**src/rtl/psw_flag_register.sv**
```systemverilog
// psw_flag_register: NZVC JK flag register with direct load, save/restore LIFO and branch condition decode
module psw_flag_register #(
    parameter int STACK_DEPTH = 4,
    parameter int DEPTH_W     = 3
) (
    input  logic               clk,
    input  logic               rst_n,
    input  logic               J_N,
    input  logic               K_N,
    input  logic               J_Z,
    input  logic               K_Z,
    input  logic               J_V,
    input  logic               K_V,
    input  logic               J_C,
    input  logic               K_C,
    input  logic               psw_ld,
    input  logic [3:0]         psw_din,
    input  logic               push,
    input  logic               pop,
    input  logic [3:0]         cond,
    output logic [3:0]         psw_q,
    output logic               branch_taken,
    output logic [DEPTH_W-1:0] stk_depth,
    output logic               stk_full,
    output logic               stk_empty,
    output logic               stk_err
);
    logic [3:0]         stk_q [2**DEPTH_W];
    logic [DEPTH_W-1:0] depth_q, depth_d, top_idx;
    logic [3:0]         psw_d, jk, j, k;
    logic               err_q, err_d, push_ok, pop_ok, n, z, v, c, lt;
    always_comb begin
        stk_full  = depth_q == DEPTH_W'(STACK_DEPTH);
        stk_empty = depth_q == '0;
        push_ok   = push & ~pop & ~stk_full;
        pop_ok    = pop & ~push & ~stk_empty;
        err_d     = (push & pop) | (push & ~pop & stk_full) | (pop & ~push & stk_empty);
        top_idx   = stk_empty ? '0 : depth_q - 1'b1;
        j         = {J_N, J_Z, J_V, J_C};
        k         = {K_N, K_Z, K_V, K_C};
        jk        = (j & ~psw_q) | (~k & psw_q);
        psw_d     = pop_ok ? stk_q[top_idx] : psw_ld ? psw_din : jk;
        depth_d   = push_ok ? depth_q + 1'b1 : pop_ok ? depth_q - 1'b1 : depth_q;
    end
    always_ff @(posedge clk or negedge rst_n) begin
        if (!rst_n) begin
            psw_q   <= '0;
            depth_q <= '0;
            err_q   <= 1'b0;
        end else begin
            psw_q   <= psw_d;
            depth_q <= depth_d;
            err_q   <= err_d;
        end
    end
    always_ff @(posedge clk) begin
        if (push_ok) stk_q[depth_q] <= psw_q;
    end
    always_comb begin
        {n, z, v, c} = psw_q;
        lt           = n ^ v;
        branch_taken = 1'b0;
        case (cond)
            4'd0:    branch_taken = 1'b1;
            4'd1:    branch_taken = z;
            4'd2:    branch_taken = ~z;
            4'd3:    branch_taken = lt;
            4'd4:    branch_taken = lt | z;
            4'd5:    branch_taken = ~lt;
            4'd6:    branch_taken = ~(lt | z);
            4'd7:    branch_taken = c;
            4'd8:    branch_taken = ~c;
            4'd9:    branch_taken = n;
            4'd10:   branch_taken = ~n;
            4'd11:   branch_taken = v;
            4'd12:   branch_taken = ~v;
            default: branch_taken = 1'b0;
        endcase
    end
    assign stk_depth = depth_q;
    assign stk_err   = err_q;
endmodule
```
**config.mk**
```make
export PLATFORM = sky130hd
export DESIGN_NAME = psw_flag_register
export DESIGN_NICKNAME = d
export VERILOG_FILES = /design/src/rtl/psw_flag_register.sv
export SDC_FILE = /design/constraint.sdc
export NUM_CORES = 1
export LEC_CHECK = 0
export CAP_MARGIN = 20
export CORE_UTILIZATION = 58
export CTS_CLUSTER_SIZE = 8
export DETAILED_ROUTE_END_ITERATION = 10
export HOLD_SLACK_MARGIN = 0.03
export PLACE_DENSITY = 0.84
export SLEW_MARGIN = 20
export SYNTH_ARGS = -nofsm -noshare
export SYNTH_HDL_FRONTEND = slang
export SYNTH_SLANG_ARGS = --single-unit
```
**constraint.sdc**
```tcl
create_clock -name clk -period 5.59 [get_ports clk]
set_input_delay 1.3975 -clock clk [delete_from_list [all_inputs] [get_ports clk]]
set_output_delay 1.3975 -clock clk [all_outputs]
set_load 0.005 [all_outputs]
```
==> run summary <==
STATUS
--------------------------------------------------------------------------------------
Status .................................................................. finished clean

STA
--------------------------------------------------------------------------------------
Total negative slack for setup checks ...................................         0 ps
Final hold vios .........................................................            0
Final setup skew ........................................................     13.87 ps
Final count of negative-setup-slack endpoints ...........................            0
Unrepaired setup endpoints after global routing .........................           no
Relative slew slack .....................................................       53.25%
Achievable Freq .........................................................    210.9 MHz
Final Max Slew Viols ....................................................            0
Tmin final ..............................................................      4742 ps
Slew @ Worst Pin ........................................................     695.9 ps
Period utilization ......................................................       84.84%

DETAILED ROUTING
--------------------------------------------------------------------------------------
Antenna-violating nets left .............................................            0
Initial DRC Count .......................................................           84
Wirelength per Cell .....................................................     18.52 um
Post-route DRC violation count ..........................................            0
Final wirelength ........................................................      4870 um
Via density .............................................................        6.205
Number of detailed-routing iterations run before antenna repair .........            4
Number of vias in the routed layout .....................................         1632

POWER
--------------------------------------------------------------------------------------
Maximum VDD drop ........................................................    0.3560 mV
Leakage power ...........................................................    0.9344 nW
Total power per unit cell area .......................................... 475.8 nW/um^2

CELLS AND AREA
--------------------------------------------------------------------------------------
# diodes ................................................................            0
Number of nets at the end of the flow ...................................          240
Filler-free cell count of the finished design ...........................          263
Final design area excluding fillers .....................................    2580 um^2
Layout cells sized above 1 ..............................................       6.452%
Final core occ ..........................................................       74.95%
Area overhead of the layout relative to synthesis .......................       19.95%

GLOBAL ROUTING
--------------------------------------------------------------------------------------
Initial antenna violation count .........................................            0
Total global-route track usage ..........................................       27.40%
Via count of the first global-routing pass ..............................         1657
Global-route wire length before repair ..................................      8079 um
Pin count of the biggest net entering global routing ....................           21
GR Overflow Total .......................................................            0

SETUP PATH
--------------------------------------------------------------------------------------
Critical path, cell by cell ............................................. clkdlybuf4s50_1 > or3b_1 > a211oi_1 > o31ai_1 > o221ai_1 > clkdlybuf4s50_1
Critical register-to-register path endpoint .............................     psw_q[0]
Buffering stage count on the worst path with inverters included .........            2
Worst r2r src ........................................................... stk_depth[0]
Number of cells on the worst reg-to-reg path ............................            6
Worst EP arrival ........................................................      3340 ps
Critical path data required time ........................................      4190 ps
Maximum cell stage delay along the critical path ........................       560 ps
Reg2reg setup slack .....................................................      2390 ps
Critical path's slowest cell ............................................ clkdlybuf4s50_1
Endpoint kind of the worst setup timing path ............................   output pin
Crit path top cell by count ............................................. clkdlybuf4s50_1
Worst Setup Path Type ................................................... input port to output pin
CP max FO ...............................................................           10
Critical Path Start Type ................................................   input port
CP top delay family ..................................................... buffers and inverters

SYNTHESIS
--------------------------------------------------------------------------------------
Xor/xnor share of the synthesized area ..................................       1.222%
Sequential area share after synthesis ...................................       53.98%
Number of distinct standard cells referenced by the synthesized netlist .           47
Complex-gate fraction of the synthesized area ...........................       16.06%
Largest family of logic cells by synthesized area ....................... simple AND/OR/NAND/NOR gates
EDFF count, synth .......................................................           32
Flops & latches, synth ..................................................           40
Share of synthesized area spent on multiplexers .........................       6.864%
Cell area after synthesis ...............................................    2151 um^2
Nets in the synthesized netlist .........................................          210
Async set-or-reset flop fraction in the synthesized netlist .............       20.00%
Count of warnings emitted by yosys ......................................            0
Most frequently used flop master after synthesis ........................     edfxtp_1
Post-synthesis adder-cell area fraction .................................       1.745%
Avg Inst Size Synth .....................................................   11.56 um^2
Mapped Cells ............................................................          186
Simple-gate portion of the synthesized area .............................       16.17%

CLOCK NETWORK
--------------------------------------------------------------------------------------
Number of buffers inserted during clock tree synthesis ..................            5
Worst-skew pair later-pin latency .......................................       300 ps
Maximum level of the CTS H-tree .........................................            2
TritonCTS clock tree ....................................................         done
Buffers inserted by post-CTS timing repair ..............................            0
Clock root buffer .......................................................     clkbuf_8
Count of clock tree sinks ...............................................           40
Clock Pin Slew Worst Setup and Hold Paths ...............................        80 ps
Cts repair resizes ......................................................            0
Maximum root-to-sink buffer count .......................................            2
# hold bufs at CTS ......................................................            0

DIE
--------------------------------------------------------------------------------------
Number of core rows .....................................................           21
Die area ................................................................    3956 um^2
Die height ..............................................................     62.90 um
I/O pin count ...........................................................           32
Die Span X ..............................................................     62.90 um
Starting density of the core ............................................       62.49%
Core region area ........................................................    3442 um^2

PLACEMENT
--------------------------------------------------------------------------------------
Placed inst area ........................................................    2469 um^2
Final Wtd Congestion ....................................................       0.8832
DP HPWL .................................................................      3503 um
Count of input and output buffers .......................................           31
Inst Count DP ...........................................................          255

HOLD PATH
--------------------------------------------------------------------------------------
Path class of the lowest-slack min-delay path ........................... flop to flop
Hold wc startpoint ......................................................  stk_q[6][1]
Worst Hold Path Cells ...................................................            2
Terminating pin of the worst hold path ..................................     psw_q[1]

FLOW RUN
--------------------------------------------------------------------------------------
Maximum Capacitance Violations ..........................................            0

==> registers in the layout, indices dropped and copies added (netlist names) <==
register   flops
stk_q         32
psw_q          4
stk_err        1
stk_depth      3
==> metal layers <==
metal	vias up	wire [um]	global-route usage, %
li1	763	-	-
met1	794	1933	34.47
met2	65	2501	46.24
met3	10	343	5.474
met4	0	91	10.47
met5	-	0	0
==> worst register-to-register path, stage by stage (launching register included) <==
cell and delay (ps):
dfrtp_1 800, clkinv_1 470, ha_1 500, mux2i_4 430, mux2i_1 140, a2111oi_0 640
a211o_1 170
==> power by group <==
group          internal [mW]  switching (mW)  leakage (nW)
Clock                  0.132           0.101        0.0541
Combinational          0.238           0.244         0.496
Sequential             0.397           0.115         0.384
Total                  0.767           0.460         0.934
==> cells in the final DEF (no fill, tap or decap), types with 2 or more instances in the layout <==
cell / n
clkdlybuf4s50_1: 31
o32ai_1: 3
o21ai_0: 9
nor2_1: 10
o311a_1: 3
clkinv_1: 2
a221oi_1: 2
and2_1: 2
mux2i_1: 8
mux2_1: 2
nand2_1: 18
a31oi_1: 2
xnor2_1: 2
clkinv_2: 2
nor2b_1: 14
nor3_1: 4
dfrtp_1: 8
nand3_1: 4
inv_1: 6
edfxtp_1: 32
a211o_1: 4
nor3b_1: 2
ha_1: 3
nand2b_1: 6
a31o_1: 2
clkbuf_8: 5
o221ai_1: 3
a211oi_1: 7
a2111oi_0: 2
==> metrics by stage <==
stage	total power [mW]	hold WS [ps]	setup WS (ps)
floorplan	0.8175	621.1	1892
global placement	0.9641	674.3	959.0
detailed placement	0.9928	686.3	885.3
CTS	1.226	703.6	869.6
global route	1.300	722.4	703.5
finish	1.227	694.7	847.6
==> kinds of logic after synthesis <==
logic type	Yosys count
adders and majority gates	3
AOI/OAI and AO/OA	45
buffers and inverters	17
and+or+nand+nor	66
DFF	40
muxes	12
xor gates and xnor gates	3
==> how the worst max path moves through the flow <==
stage            start            to  slack, ps  cells past startpoint
2_1_floorplan  cond[0]  branch_taken       1890                      5
4_1_cts        cond[0]  branch_taken        870                      6
6_report       cond[0]  branch_taken        850                      6
3_3_place_gp   cond[1]  branch_taken        960                      6
5_1_grt        cond[0]  branch_taken        700                      6
3_5_place_dp   cond[0]  branch_taken        890                      6
==> cell usage after synthesis, drive strengths merged (2+ instances only) <==
cell type	instances	area, um^2
a2111oi	2	17.52
a211o	4	35.03
a211oi	7	52.55
a221oi	2	17.52
a31o	2	17.52
a31oi	2	12.51
and2	2	12.51
buf	6	42.54
clkbuf	2	7.510
clkinv	3	12.51
dfrtp	8	200.2
edfxtp	32	960.9
ha	3	37.54
inv	6	22.52
mux2	2	22.52
mux2i	9	102.6
nand2	18	67.56
nand2b	7	51.30
nand3	4	20.02
nor2	11	43.80
nor2b	14	87.58
nor3	4	20.02
nor3b	2	15.01
o21ai	9	45.04
o221ai	3	26.28
o311a	3	30.03
o32ai	3	26.28
xnor2	2	17.52
==> area by class of cell <==
type	instances	area (um^2)
multi-input cells	129	904.6
well taps	46	57.56
flip-flops and latches	40	1161
clock inverters	3	42.54
fillers	230	862.1
clock buffers	5	68.82
repair buffers	31	310.3
inverters	9	35.03
(Power assumes the default switching activity.)
